## src/rtl/lfsr_seq_ctrl_pkg.sv

```systemverilog
// Shared definitions for the LFSR sequence controller: FSM encoding and
// default geometry.
package lfsr_seq_ctrl_pkg;

  localparam int unsigned LENGTH_DEFAULT      = 8;
  localparam int unsigned COUNT_WIDTH_DEFAULT = 16;

  typedef enum logic [1:0] {
    IDLE = 2'd0,
    LOAD = 2'd1,
    RUN  = 2'd2,
    DONE = 2'd3
  } state_e;

endpackage

```

## src/rtl/lfsr_seq_ctrl_if.sv

```systemverilog
// Bus bundle between a run requester/consumer (master) and the controller
// (slave).
//
// Handshake: a word moves on a rising Clock edge where Out_Valid and
// Out_Ready are both 1. While Out_Valid=1 and Out_Ready=0, Out_Data and
// Remaining hold. Out_Valid never depends combinationally on Out_Ready.
interface lfsr_seq_ctrl_if
  import lfsr_seq_ctrl_pkg::*;
#(
  parameter int unsigned Length      = LENGTH_DEFAULT,
  parameter int unsigned Count_Width = COUNT_WIDTH_DEFAULT
);

  logic                   Start;
  logic [Length-1:0]      Seed;
  logic [Length-1:0]      Taps;
  logic [Count_Width-1:0] Count;
  logic                   Abort;
  logic                   Out_Ready;
  logic                   Out_Valid;
  logic [Length-1:0]      Out_Data;
  logic                   Busy;
  logic                   Done;
  logic                   Error;
  logic [Count_Width-1:0] Remaining;

  modport master (
    output Start, Seed, Taps, Count, Abort, Out_Ready,
    input  Out_Valid, Out_Data, Busy, Done, Error, Remaining
  );

  modport slave (
    input  Start, Seed, Taps, Count, Abort, Out_Ready,
    output Out_Valid, Out_Data, Busy, Done, Error, Remaining
  );

endinterface

```

## src/rtl/lfsr_core.sv

```systemverilog
// Galois-style LFSR register: state[Length-1] is cell 1, state[0] is cell
// Length. Load has priority over step.
module lfsr_core
  import lfsr_seq_ctrl_pkg::*;
#(
  parameter int unsigned Length = LENGTH_DEFAULT
) (
  input  logic              Clock,
  input  logic              Reset,
  input  logic              load,
  input  logic              step,
  input  logic [Length-1:0] seed,
  input  logic [Length-1:0] taps,
  output logic [Length-1:0] state
);

  logic [Length-1:0] state_q;
  logic [Length-1:0] state_d;
  logic [Length-1:0] step_val;
  logic              unused_tap0;

  // Cell Length feeds cell 1 and is XORed into every tapped cell on the way
  // down; taps[0] would address cell Length+1, which does not exist.
  assign unused_tap0 = taps[0];
  assign step_val = {state_q[0],
                     state_q[Length-1:1] ^ (taps[Length-1:1] & {(Length-1){state_q[0]}})};

  always_comb begin
    state_d = state_q;
    if (load) begin
      state_d = seed;
    end else if (step) begin
      state_d = step_val;
    end
  end

  always_ff @(posedge Clock) begin
    if (!Reset) begin
      state_q <= '0;
    end else begin
      state_q <= state_d;
    end
  end

  assign state = state_q;

endmodule

```

## src/rtl/lfsr_seq_ctrl.sv

```systemverilog
// Run controller: captures Seed/Taps/Count on Start and streams Count LFSR
// words over a valid/ready port, with abort and zero-seed error handling.
module lfsr_seq_ctrl
  import lfsr_seq_ctrl_pkg::*;
#(
  parameter int unsigned Length      = LENGTH_DEFAULT,
  parameter int unsigned Count_Width = COUNT_WIDTH_DEFAULT
) (
  input  logic           Clock,
  input  logic           Reset,
  lfsr_seq_ctrl_if.slave bus,
  output state_e         dbg_state_o
);

  state_e                 state_q;
  logic [Length-1:0]      seed_q;
  logic [Length-1:0]      taps_q;
  logic [Count_Width-1:0] count_q;
  logic [Count_Width-1:0] remaining_q;
  logic                   out_valid_q;
  logic                   busy_q;
  logic                   done_q;
  logic                   error_q;
  logic                   xfer;
  logic                   core_load;
  logic [Length-1:0]      lfsr_state;

  assign xfer      = out_valid_q & bus.Out_Ready;
  assign core_load = (state_q == LOAD);

  // Taps come from the shadow register so the polynomial cannot move mid-run.
  lfsr_core #(
    .Length (Length)
  ) u_core (
    .Clock (Clock),
    .Reset (Reset),
    .load  (core_load),
    .step  (xfer),
    .seed  (seed_q),
    .taps  (taps_q),
    .state (lfsr_state)
  );

  always_ff @(posedge Clock) begin
    if (!Reset) begin
      state_q     <= IDLE;
      seed_q      <= '0;
      taps_q      <= '0;
      count_q     <= '0;
      remaining_q <= '0;
      out_valid_q <= 1'b0;
      busy_q      <= 1'b0;
      done_q      <= 1'b0;
      error_q     <= 1'b0;
    end else begin
      done_q <= 1'b0;
      case (state_q)
        IDLE: begin
          if (bus.Start) begin
            seed_q  <= bus.Seed;
            taps_q  <= bus.Taps;
            count_q <= bus.Count;
            error_q <= (bus.Seed == '0);
            if ((bus.Seed == '0) || (bus.Count == '0)) begin
              state_q <= DONE;
              done_q  <= 1'b1;
            end else begin
              state_q <= LOAD;
              busy_q  <= 1'b1;
            end
          end
        end
        LOAD: begin
          remaining_q <= count_q;
          if (bus.Abort) begin
            state_q <= DONE;
            busy_q  <= 1'b0;
            done_q  <= 1'b1;
          end else begin
            state_q     <= RUN;
            out_valid_q <= 1'b1;
          end
        end
        RUN: begin
          if (xfer) begin
            remaining_q <= remaining_q - Count_Width'(1);
          end
          // An abort still lets a same-cycle transfer land.
          if (bus.Abort || (xfer && (remaining_q == Count_Width'(1)))) begin
            state_q     <= DONE;
            out_valid_q <= 1'b0;
            busy_q      <= 1'b0;
            done_q      <= 1'b1;
          end
        end
        DONE: begin
          state_q <= IDLE;
        end
        default: begin
          state_q <= IDLE;
        end
      endcase
    end
  end

  assign bus.Out_Valid = out_valid_q;
  assign bus.Out_Data  = lfsr_state;
  assign bus.Busy      = busy_q;
  assign bus.Done      = done_q;
  assign bus.Error     = error_q;
  assign bus.Remaining = remaining_q;
  assign dbg_state_o   = state_q;

endmodule
```

## src/flat_wrapper.sv

```systemverilog
// flat-port wrapper written by rule: the top's interface ports become plain ports
module lfsr_seq_ctrl_flat import lfsr_seq_ctrl_pkg::*;
#(
  parameter int unsigned Length      = LENGTH_DEFAULT,
  parameter int unsigned Count_Width = COUNT_WIDTH_DEFAULT
)
  (Clock, Reset, dbg_state_o, bus_Start, bus_Seed, bus_Taps, bus_Count, bus_Abort, bus_Out_Ready, bus_Out_Valid, bus_Out_Data, bus_Busy, bus_Done, bus_Error, bus_Remaining);
  lfsr_seq_ctrl_if #(.Length(Length), .Count_Width(Count_Width)) bus_i ();
  input  logic Clock;
  input  logic Reset;
  output state_e dbg_state_o;
  input wire logic [$bits(bus_i.Start)-1:0] bus_Start;
  input wire logic [$bits(bus_i.Seed)-1:0] bus_Seed;
  input wire logic [$bits(bus_i.Taps)-1:0] bus_Taps;
  input wire logic [$bits(bus_i.Count)-1:0] bus_Count;
  input wire logic [$bits(bus_i.Abort)-1:0] bus_Abort;
  input wire logic [$bits(bus_i.Out_Ready)-1:0] bus_Out_Ready;
  output wire logic [$bits(bus_i.Out_Valid)-1:0] bus_Out_Valid;
  output wire logic [$bits(bus_i.Out_Data)-1:0] bus_Out_Data;
  output wire logic [$bits(bus_i.Busy)-1:0] bus_Busy;
  output wire logic [$bits(bus_i.Done)-1:0] bus_Done;
  output wire logic [$bits(bus_i.Error)-1:0] bus_Error;
  output wire logic [$bits(bus_i.Remaining)-1:0] bus_Remaining;
  assign bus_i.Start = bus_Start;
  assign bus_i.Seed = bus_Seed;
  assign bus_i.Taps = bus_Taps;
  assign bus_i.Count = bus_Count;
  assign bus_i.Abort = bus_Abort;
  assign bus_i.Out_Ready = bus_Out_Ready;
  assign bus_Out_Valid = bus_i.Out_Valid;
  assign bus_Out_Data = bus_i.Out_Data;
  assign bus_Busy = bus_i.Busy;
  assign bus_Done = bus_i.Done;
  assign bus_Error = bus_i.Error;
  assign bus_Remaining = bus_i.Remaining;
  lfsr_seq_ctrl #(.Length(Length), .Count_Width(Count_Width)) u_core (.Clock(Clock), .Reset(Reset), .bus(bus_i), .dbg_state_o(dbg_state_o));
endmodule
```

## config.mk

```make
export PLATFORM = sky130hd
export DESIGN_NAME = lfsr_seq_ctrl_flat
export DESIGN_NICKNAME = d
export VERILOG_FILES = /design/src/rtl/lfsr_seq_ctrl_pkg.sv /design/src/rtl/lfsr_seq_ctrl_if.sv /design/src/rtl/lfsr_core.sv /design/src/rtl/lfsr_seq_ctrl.sv /design/src/flat_wrapper.sv
export SDC_FILE = /design/constraint.sdc
export NUM_CORES = 1
export LEC_CHECK = 0
export BUFFER_PORTS_ARGS = -buffer_cell sky130_fd_sc_hd__buf_2
export CAP_MARGIN = 20
export CELL_PAD_IN_SITES_DETAIL_PLACEMENT = 2
export CELL_PAD_IN_SITES_GLOBAL_PLACEMENT = 2
export CORE_MARGIN = 8
export CORE_UTILIZATION = 28
export DETAILED_ROUTE_END_ITERATION = 10
export GPL_ROUTABILITY_DRIVEN = 0
export PLACE_DENSITY_LB_ADDON = 0.08
export SETUP_SLACK_MARGIN = 0.4
export SYNTH_ARGS = -nofsm -noshare
export SYNTH_HDL_FRONTEND = slang
export SYNTH_HIERARCHICAL = 1
export SYNTH_SLANG_ARGS = --single-unit
```

## constraint.sdc

```tcl
create_clock -name Clock -period 1.8 [get_ports Clock]
set_input_delay 0.09 -clock Clock [delete_from_list [all_inputs] [get_ports Clock]]
set_output_delay 0.09 -clock Clock [all_outputs]
set_load 0.05 [all_outputs]
```

# --- Word level (Yosys, flattened, before mapping) ---
# Cells that the tools add are included.
# Widths: inputs -> output; s select.
totals:
  inputBits: 37
  elab_cells: 59
  regBits: 62
  output_inout_bits: 30
op_classes:
  n_reduce_logical: 14
  bitwise: 3
  mux: 21
  n_addsub: 1
  n_eq_ne: 10
ops:
  columns: ["op", "count"]
  rows:
  - ["$pmux 16 s2", 1]
  - ["$eq 16x1->1 const B", 1]
  - ["$logic_not 16->1", 1]
  - ["$mux 16", 1]
  - ["$mux 8", 2]
  - ["$sub 16x1->16 const B", 1]
  - ["$mux 1", 10]
  - ["$logic_not 8->1", 1]
  - ["$ne 2x2->1 const B", 4]
  - ["$pmux 2 s4", 1]
  - ["$and 7x7->7", 1]
  - ["$xor 7x7->7", 1]
  - ["$mux 2", 3]
  - ["$pmux 1 s3", 2]
  - ["$reduce_and 2->1", 3]
  - ["$reduce_and 5->1", 1]
  - ["$eq 2x2->1 const B", 2]
  - ["$ne 2x1->1 const B", 2]
  - ["$reduce_bool 2->1", 2]
  - ["$reduce_and 3->1", 1]
  - ["$reduce_bool 3->1", 1]
  - ["$eq 2x1->1 const B", 1]
  - ["$logic_not 2->1", 1]
  - ["$logic_or 1x1->1", 2]
  - ["other kinds (3)", 3]

# --- Depth between registers and ports, before layout ---
# Gate-level depths: netlist of the first run.
depth:
  depth_word: 5
  depth_mapped: 9
  mapped_depth_nobuf: 7

# --- Modules after synthesis ---
# Netlist of the first run, hierarchy kept.
by_module_without_submodules:
  columns: ["module", "instances", "cells_each", "seq_area_each_um2", "area_per_inst_um2"]
  rows:
  - ["lfsr_seq_ctrl", 1, 324, 1081.0, 2635.0]
  - ["lfsr_core", 1, 60, 160.2, 483.0]

# --- Worst setup path before layout of the first run ---
# No wires, ideal clock.
synth_path:
  path_type: "reg-to-reg"
  from: "register u_core.state_q[0], in the netlist u_core/dbg_state_o[0]"
  to: "register u_core.remaining_q[7], in the netlist u_core/bus.Remaining[7]"
  n_path_buf: 2
  stages_incl_launch_ff: 9
  slack_ns: -0.515
  arrival_ns: 2.197
  synth_period_minus_slack_ns: 2.315
  t_required_ns: 1.681
  setup_time_ns: 0.119
  cell_sequence: "dfxtp_1 > inv_1 > ha_1 > clkbuf_1 > and3_1 > clkbuf_1 > nor2_1 > a21oi_1 > o221a_2"
synth_via:
  elab_chain_len: 3
  elab_cells_between_ends: 6
  cone_classes: "3 x eq/ne; 1 x mux; 2 x reduce/logical"
synth_rtl:
  columns: ["item", "line_no", "rtl"]
  rows:
  - ["from (decl)", "lfsr_seq_ctrl.sv:15", "state_e state_q;"]
  - ["from (signal assigned)", "lfsr_seq_ctrl.sv:46", "state_q <= IDLE;"]
  - ["from (signal assigned)", "lfsr_seq_ctrl.sv:65", "state_q <= DONE;"]
  - ["from (signal assigned)", "lfsr_seq_ctrl.sv:68", "state_q <= LOAD;"]
  - ["$eq 2x2->1 / $eq 2x1->1 (equally long branches)", "lfsr_seq_ctrl.sv:57", "case (state_q)"]
  - ["$ne 2x1->1 (no line) / $reduce_bool 2->1 (equally long branches)", null, null]
  - ["$reduce_and 2->1 (no line)", null, null]
  - ["to (signal assigned)", "lfsr_seq_ctrl.sv:74", "remaining_q <= count_q;"]
  - ["to (signal assigned)", "lfsr_seq_ctrl.sv:86", "remaining_q <= remaining_q - Count_Width'(1);"]
  - ["to (decl)", "lfsr_seq_ctrl.sv:19", "logic [Count_Width-1:0] remaining_q;"]
# Several ways; a longest one is shown, not always the timed one.
# A chain may end at the register's enable or synchronous reset.

# --- Final worst setup path of the first run ---
layout_path:
  from: "register u_core.remaining_q[1], in the netlist u_core/bus.Remaining[1]"
  to: "register u_core.remaining_q[9], in the netlist u_core/bus.Remaining[9]"
layout_via:
  elab_chain_len: 3
layout_rtl:
  columns: ["item", "line_no", "rtl"]
  rows:
  - ["$sub 16x1->16", "lfsr_seq_ctrl.sv:86", null]
  - ["$mux 16", "lfsr_seq_ctrl.sv:85", "if (xfer) begin"]
  - ["$pmux 16 s2", "lfsr_seq_ctrl.sv:57", null]
# Every way passes these cells. The select of a mux whose other input is x is not followed.

==> impl_metrics.yaml, run 1 <==
die:
  start_util: 0.286
  die_h_microns: 121
  fp.coreArea_sq_um: 10800
  rows: 38
  fp.dieArea_sq_um: 14600
  die_x_microns: 121
  ioPinCount: 67
sta:
  max_freq_mhz: 580
  finalHoldViolations: 1
  finalSetupViolations: 0
  slew_headroom: 0.610
  min_period_ns: 1.72
  rsz0062_at_grt: "true"
  slew_violations: 0
  worstMarginPinSlew_ns: 0.581
  tns_ns: 0
  skew_ns: 0.0145
  fin_hold_ws_ns: -0.00439
  fin_crit_sh: 0.958
setup_path:
  startpoint_type: "flop"
  cp_max_fo: 6
  worstPathCellList: "or3_4, nor4_4, mux2_4, nor2_1"
  worstSetupEndpointType: "flop"
  worstSetupPathType: "flop to flop"
  cp_data_required_time_ns: 2.07
  critical-path-max-stage-delay_ns: 0.47
  crit_path_top_delay_cell: "or3_4"
  crit_arrival_ns: 1.99
min_path:
  hold_path.class: "primary input to flop"
place:
  io_buffers: 65
  dp_cells: 581
  placed_area_sq_um: 3770
  dp.final_hpwl_microns: 8290
grt:
  grt_pass1_vias: 3656
  grtUsageTotal: 0.172
  grt_max_degree: 39
  antenna_found_initial: 0
  grt_pass1_wl_microns: 19600
  gr-total-overflow: 0
clock_tree:
  tritoncts: "built"
  clock_latency_ns: 0.35
  root_buffer: "clkbuf_8"
  clock-sinks: 61
  clockBufferDepth: 2
  htreeDepth: 3
  clkTransAtPathRegs_ns: 0.07
  numCtsBuffers: 9
detailed_routing:
  viasPerCell: 5.31
  postRouteAntennaNets: 0
  met3_wirelength_microns: 547
  dr_wl_met2_microns: 8040
  route.detailed.drc: 0
  wl_met1_microns: 6690
  num_vias: 3492
  highest_layer: "met4"
  first_pass_iters: 4
  wire_per_inst_microns: 23.6
  drtIter0Drc: 152
  drt-total-wl_microns: 15500
status:
  violations: "hold timing"
  status: "finished with violations"
power:
  p_switching_uw: 4450
  power_frac_seq: 0.218
  vdd_drop_max_mv: 0.960
  powerDensity_nw_per_um2: 1850
  power_uw: 9640
  clkPwrFrac: 0.132
  comb_power_share: 0.650
  swShare: 0.462
  total_leakage_power_uw: 0.00217
  power.internal_uw: 5190
finish:
  fin_cells: 658
  syn_to_final_growth_pct: 68.8
  drive_gt1_frac: 0.529
  num_antenna_cells: 0
  nets: 559
  fillers: 1134
  design_area_sq_um: 5200
yosys:
  synth_nets: 424
  syn_area_sq_um: 3080
  syn_area_per_cell_sq_um: 8.11
  yosys_warnings: 6
  syn-instance-count: 380
run:
  drv_cap: 0
==> final timing paths <==
path / startpoint / to / slack [ns] / depth (start not counted)
hold / removal: bus_Taps[4] / u_core/taps_q[4] / -0.004 / 3
hold reg to reg: u_core/seed_q[3] / u_core/seed_q[3] / 0.46 / 2
setup / recovery: u_core/bus.Remaining[1] / u_core/bus.Remaining[9] / 0.08 / 4
setup reg to reg: u_core/bus.Remaining[1] / u_core/bus.Remaining[9] / 0.08 / 4
==> power by group through the flow <==
stage	Sequential (uW)	Combinational [uW]	Clock, uW
2_1_floorplan	2610	2090	0
3_3_place_gp	2080	3580	0
3_5_place_dp	2100	3660	0
4_1_cts	2070	4720	1290
5_1_grt	2140	6560	1350
6_report	2100	6260	1270
==> metrics by stage <==
stage,worst slack (ns),util
after global routing,-0.0170,0.482
after detailed placement,0.0990,0.349
after CTS,0.191,0.417
final,0.0754,0.482
after floorplan,0.116,-
after global placement,0.137,0.349
==> critical path: cells and delay by family (launching register included) <==
family / cells / cell delay (ns)
mux: 1 / 0.34
flops: 1 / 0.37
simple gates: 3 / 0.93
==> sequential cells by signal, indices dropped and copies added, names as in the netlist <==
register and flops:
u_core/bus.Remaining 16, u_core/count_q 16, u_core/seed_q 8, u_core/u_core/state 8
u_core/taps_q 7, u_core/dbg_state_o 2, u_core/bus.Busy 1, u_core/bus.Done 1
u_core/bus.Error 1, u_core/bus.Out_Valid 1
==> final cells by class <==
cell class | instances | area (sq um) | area share
repair buffers | 147 | 1270 | 0.244
clock inverters | 2 | 35.0 | 0.00673
well taps | 140 | 175 | 0.0337
multi-input cells | 286 | 2250 | 0.433
clock buffers | 12 | 155 | 0.0298
inverters | 10 | 52.6 | 0.0101
flip-flops and latches | 61 | 1270 | 0.243
==> timing repair <==
item                                    in CTS  in global routing
pin swaps                                   26                 48
cloned                                       2                  6
buffers inserted                            22                 19
resized for setup                           59                111
hold endpoints to repair                    10                  4
endpoints found under the setup margin      52                 61
hold buffers                                10                  4
==> placed cells by master (no fill, tap or decap), drive strengths merged, types with 4 or more instances in the layout <==
cell	instances
nor4	12
nor3	7
dlygate4sd3	14
a211oi	4
mux2	4
and3	8
a21oi	31
a21boi	20
nor2	31
nand4	4
ha	7
a221oi	4
and2	4
dfxtp	61
nand2	79
o21ai	16
inv	9
clkbuf	17
mux2i	6
buf	128
nand2b	5
a32o	6
==> layer usage <==
| metal | up-vias | track usage |
|---|---|---|
| li1 | 1635 | - |
| met1 | 1760 | 0.198 |
| met2 | 77 | 0.309 |
| met3 | 20 | 0.0372 |
| met4 | 0 | 0.0546 |
| met5 | - | 0 |
No activity file was read; power rests on OpenSTA's default activity.
==> inputs of run 2 (changes only) <==
==> constraint.sdc (replaced) <==
create_clock -name Clock -period 1.8 [get_ports Clock]
set_input_delay 0.36 -clock Clock [delete_from_list [all_inputs] [get_ports Clock]]
set_output_delay 0.36 -clock Clock [all_outputs]
set_load 0.05 [all_outputs]
==> run 2 against run 1 <==
  * Largest cell class unchanged
  * Sequential share of layout area is 1.4 points higher
  * Wire length is 5.5% lower
  * Design area is 5.1% lower
  * Die area stayed put
  * Flip-flop and latch count stayed put
  * Clock power is 4% higher
  * Cell count is 1.8% lower
  * Combinational power is 5.0% lower
  * The flow now finishes without violations
  * Worst hold slack better by 0.26 ns
==> impl_metrics.yaml, run 2 (synthesis gave the netlist of run 1 again) <==
power:
  comb_power_share: 0.637
  swShare: 0.448
  power_uw: 9330
  powerDensity_nw_per_um2: 1890
  clkPwrFrac: 0.141
  p_switching_uw: 4180
  power_frac_seq: 0.222
  vdd_drop_max_mv: 0.910
  total_leakage_power_uw: 0.00199
  power.internal_uw: 5150
grt:
  grt_pass1_vias: 3641
  gr-total-overflow: 0
  grt_pass1_wl_microns: 20000
  antenna_found_initial: 0
  grt_max_degree: 39
  grtUsageTotal: 0.176
detailed_routing:
  num_vias: 3460
  drt-total-wl_microns: 14700
  first_pass_iters: 4
  postRouteAntennaNets: 0
  route.detailed.drc: 0
  viasPerCell: 5.36
  drtIter0Drc: 102
  wire_per_inst_microns: 22.7
die:
  ioPinCount: 67
  fp.dieArea_sq_um: 14600
  fp.coreArea_sq_um: 10800
  die_h_microns: 121
  die_x_microns: 121
  rows: 38
  start_util: 0.286
setup_path:
  critPathBufInv: 0
  critical-path-max-stage-delay_ns: 0.37
  cp_max_fo: 5
  crit_path_top_delay_cell: "dfxtp_4"
  startpoint_type: "flop"
  worst_path_dominant_cell_family: "compound AO/OA/AOI/OAI gates"
  crit_arrival_ns: 1.96
  worstSetupEndpointType: "flop"
  cp_data_required_time_ns: 2.03
  worstSetupPathType: "flop to flop"
  worstPathCellList: "nor4_4, nand4_1, o31a_1, o211ai_1, o41ai_1"
place:
  dp_cells: 588
  dpl_worst_slack_ns: -0.0148
  io_buffers: 65
  dp.final_hpwl_microns: 8340
  placed_area_sq_um: 3820
clock_tree:
  clock-sinks: 61
  htreeDepth: 3
  numCtsBuffers: 9
  clock_latency_ns: 0.35
  root_buffer: "clkbuf_8"
  tritoncts: "built"
  clkTransAtPathRegs_ns: 0.07
  clockBufferDepth: 2
sta:
  max_freq_mhz: 575
  worstMarginPinSlew_ns: 0.458
  fin_hold_ws_ns: 0.251
  min_period_ns: 1.74
  slew_violations: 0
  skew_ns: 0.00640
  slew_headroom: 0.693
  finalHoldViolations: 0
  fin_crit_sh: 0.965
  rsz0062_at_grt: "true"
  finalSetupViolations: 0
  fin_ws_ns: 0.0623
status:
  status: "finished clean"
finish:
  nets: 545
  drive_gt1_frac: 0.466
  final_common_cell: "nand2_1"
  layout_common_cells: "73 x nand2_1, 51 x buf_4, 42 x buf_2"
  num_antenna_cells: 0
  syn_to_final_growth_pct: 60.2
  design_area_sq_um: 4940
  fin_cells: 646
min_path:
  hold_path.class: "primary input to flop"
run:
  drv_cap: 0
[run 2: changes by cell type in the layout (fill, tap and decap cells not counted), sizes merged]
cell         delta
dlygate4sd3    -14
buf             -3
clkbuf          +4
inv             +1
[run 2: worst register-to-register path, cell delays in order (launching register included)]
cell and delay (ns):
dfxtp_4 0.37, nor4_4 0.35, nand4_1 0.25, o31a_1 0.34, o211ai_1 0.21, o41ai_1 0.10
[run 2: final cells by class]
type,instances,area [sq um]
Fill cell,1169,5850
Multi-Input combinational cell,286,2070
Tap cell,140,175
Clock buffer,13,169
Clock inverter,3,41.3
Sequential cell,61,1270
Inverter,10,50.0
Timing Repair Buffer,133,1160
[run 2: final timing paths]
kind	cells past startpoint	slack, ns	start	end
setup / recovery	5	0.06	u_core/bus.Remaining[14]	u_core/bus.Busy
hold / removal	3	0.25	bus_Taps[1]	u_core/taps_q[1]
setup reg to reg	5	0.06	u_core/bus.Remaining[14]	u_core/bus.Busy
hold reg to reg	2	0.47	u_core/count_q[6]	u_core/count_q[6]
[run 2: layer usage]
layer  up-vias  part of all wire  GRT usage
met5         -                 0          0
met4         0             0.033     0.0695
met3        31             0.033     0.0409
met2        68              0.52      0.314
met1      1760              0.42      0.198
li1       1601                 -          -
[run 2: through the flow]
step                       TNS, ns  utilization
after floorplan                  0            -
after CTS                        0        0.419
after detailed placement   -0.0148        0.354
after global placement    -0.00113        0.354
after global routing      -0.00858        0.458
final                            0        0.458
[run 2: what timing repair did]
action,4_1_cts,5_1_grt
hold buffers,0,0
gates resized for setup,75,69
setup buffers,22,16
pin swaps,17,18
setup endpoints to repair,67,59
cloned,2,2
[run 2: power by group through the flow]
stage	Combinational [uW]	Clock (uW)	Sequential (uW)
detailed placement	3700	0	2070
CTS	4750	1370	2040
floorplan	2090	0	2610
global route	6250	1420	2110
global placement	3610	0	2070
finish	5950	1320	2070
==> inputs of run 3 (changes only) <==
--- a/config.mk
+++ b/config.mk
@@ -5,12 +5,13 @@
 export SDC_FILE = /design/constraint.sdc
 export NUM_CORES = 1
 export LEC_CHECK = 0
+export ABC_AREA = 1
 export BUFFER_PORTS_ARGS = -buffer_cell sky130_fd_sc_hd__buf_2
 export CAP_MARGIN = 20
 export CELL_PAD_IN_SITES_DETAIL_PLACEMENT = 2
 export CELL_PAD_IN_SITES_GLOBAL_PLACEMENT = 2
 export CORE_MARGIN = 8
-export CORE_UTILIZATION = 28
+export CORE_UTILIZATION = 26
 export DETAILED_ROUTE_END_ITERATION = 10
 export GPL_ROUTABILITY_DRIVEN = 0
 export PLACE_DENSITY_LB_ADDON = 0.08
==> constraint.sdc (replaced) <==
create_clock -name Clock -period 1.8 [get_ports Clock]
set_input_delay 0 -clock Clock [delete_from_list [all_inputs] [get_ports Clock]]
set_output_delay 0 -clock Clock [all_outputs]
set_load 0.05 [all_outputs]
==> run 3 against run 2 <==
  * Clock skew grew 0.0010 ns
  * Die area increased by 8.9%
  * Fmax rose by 10%
  * Critical path type unchanged
  * Synthesized area is 2.4% higher
  * Critical path depth up 5
  * Total power is 4.2% higher
==> impl_metrics.yaml, run 3 <==
finish:
  layout_common_cells: "86 x nor2_1, 82 x nand2_1, 65 x buf_2"
  fin_cells: 746
  num_antenna_cells: 0
  nets: 638
  seqCellArea_sq_um: 1250
  multiInputGateArea_sq_um: 1930
  fillers: 1357
  final_common_cell: "nor2_1"
  drive_gt1_frac: 0.341
  syn_to_final_growth_pct: 55.8
power:
  power_uw: 9720
  powerDensity_nw_per_um2: 1980
  total_leakage_power_uw: 0.00215
  vdd_drop_max_mv: 0.799
clock_tree:
  tritoncts: "built"
  numCtsBuffers: 9
  clkTransAtPathRegs_ns: 0.06
  htreeDepth: 3
  clock_latency_ns: 0.34
  root_buffer: "clkbuf_16"
  clock-sinks: 61
  clockBufferDepth: 2
yosys:
  syn_area_per_cell_sq_um: 6.72
  yosys_warnings: 6
  syn-instance-count: 470
  synth_nets: 514
  syn_area_sq_um: 3160
sta:
  finalHoldViolations: 0
  fin_hold_ws_ns: 0.0399
  finalSetupViolations: 0
  slew_headroom: 0.453
  skew_ns: 0.00744
  worstMarginPinSlew_ns: 0.819
  slew_violations: 0
  tns_ns: 0
  min_period_ns: 1.58
  fin_crit_sh: 0.877
  rsz0062_at_grt: "true"
  max_freq_mhz: 633
grt:
  gr-total-overflow: 0
  grtUsageTotal: 0.167
  grt_max_degree: 40
  antenna_found_initial: 0
  grt_pass1_wl_microns: 21100
  grt_pass1_vias: 3990
die:
  start_util: 0.265
  fp.dieArea_sq_um: 15900
  die_h_microns: 126
  ioPinCount: 67
  rows: 40
  die_x_microns: 126
  fp.coreArea_sq_um: 11900
setup_path:
  startpoint_type: "flop"
  crit_arrival_ns: 1.82
  critical-path-max-stage-delay_ns: 0.36
  cp_data_required_time_ns: 2.04
  worstSetupEndpointType: "flop"
  cpMostUsedCell: "buf_12"
  crit_path_top_delay_cell: "dfxtp_4"
  rrSetupSlack_ns: 0.22
  ff2ff_path_depth: 10
  timing.rr.start: "u_core/dbg_state_o[0]"
  worstSetupPathType: "flop to flop"
  cp_max_fo: 5
  r2r-end: "u_core/bus.Remaining[4]"
  worstPathCellList: "inv_6, ha_4, inv_8, nor2_4, a21oi_4, buf_12, buf_12, a31oi_1, o21ai_1, a21oi_1"
place:
  io_buffers: 65
  dp.final_hpwl_microns: 8630
  dp_cells: 673
detailed_routing:
  route.detailed.drc: 0
  drt-total-wl_microns: 13300
  viasPerCell: 4.80
  drtIter0Drc: 109
  num_vias: 3578
  first_pass_iters: 4
  postRouteAntennaNets: 0
  wire_per_inst_microns: 17.8
run:
  drv_cap: 0
min_path:
  holdCritStartpoint: "bus_Count[15]"
  worstHoldEndpoint: "u_core/count_q[15]"
  hold_path.class: "primary input to flop"
  holdPathStages: 3
status:
  status: "finished clean"
run 3: final cells by class:
cell class | instances | share of cell area
Sequential cell | 61 | 0.254
Timing Repair Buffer | 133 | 0.216
Tap cell | 147 | 0.0374
Clock buffer | 9 | 0.0458
Inverter | 41 | 0.0369
Clock inverter | 7 | 0.0183
Multi-Input combinational cell | 348 | 0.392
run 3: worst max path at each step:
stage                     slack, ns                  start                        to
after global routing           0.12  u_core/dbg_state_o[0]   u_core/bus.Remaining[4]
after floorplan                0.27  u_core/dbg_state_o[0]   u_core/bus.Remaining[7]
final                          0.22  u_core/dbg_state_o[0]   u_core/bus.Remaining[4]
after detailed placement       0.21  u_core/dbg_state_o[0]  u_core/bus.Remaining[11]
after CTS                      0.25  u_core/dbg_state_o[0]   u_core/bus.Remaining[4]
after global placement         0.25  u_core/dbg_state_o[0]  u_core/bus.Remaining[14]
run 3: timing repair:
item / in CTS / in global routing
hold buffers: 30 / 0
hold endpoints to repair: 31 / 0
gates resized for setup: 34 / 80
endpoints found under the setup margin: 55 / 59
pin swaps: 9 / 25
buffers inserted: 7 / 16
cloned: 1 / 3
run 3: per-stage QoR:
stage	area, sq um	worst slack [ns]	util
after floorplan	3200	0.267	-
after global placement	3670	0.255	0.308
after detailed placement	3670	0.211	0.308
after CTS	4480	0.248	0.376
after global routing	4920	0.125	0.413
final	4920	0.221	0.413
run 3: where the power goes:
group | switching [uW] | internal, uW
clock network | 659 | 1200
registers | 406 | 1780
logic | 3470 | 2200
run 3: critical path: cells and delay by family, from the launching register on:
family | cells | cell delay (ns)
compound gates | 4 | 0.45
fa+ha+maj | 1 | 0.16
buf+inv | 4 | 0.40
flops | 1 | 0.36
simple gates | 1 | 0.11
run 3: layer usage:
layer / track usage / up-vias / part of all wire
li1: - / 1772 / -
met1: 0.197 / 1753 / 0.44
met2: 0.297 / 43 / 0.52
met3: 0.0308 / 10 / 0.025
met4: 0.0580 / 0 / 0.0098
met5: 0 / - / 0
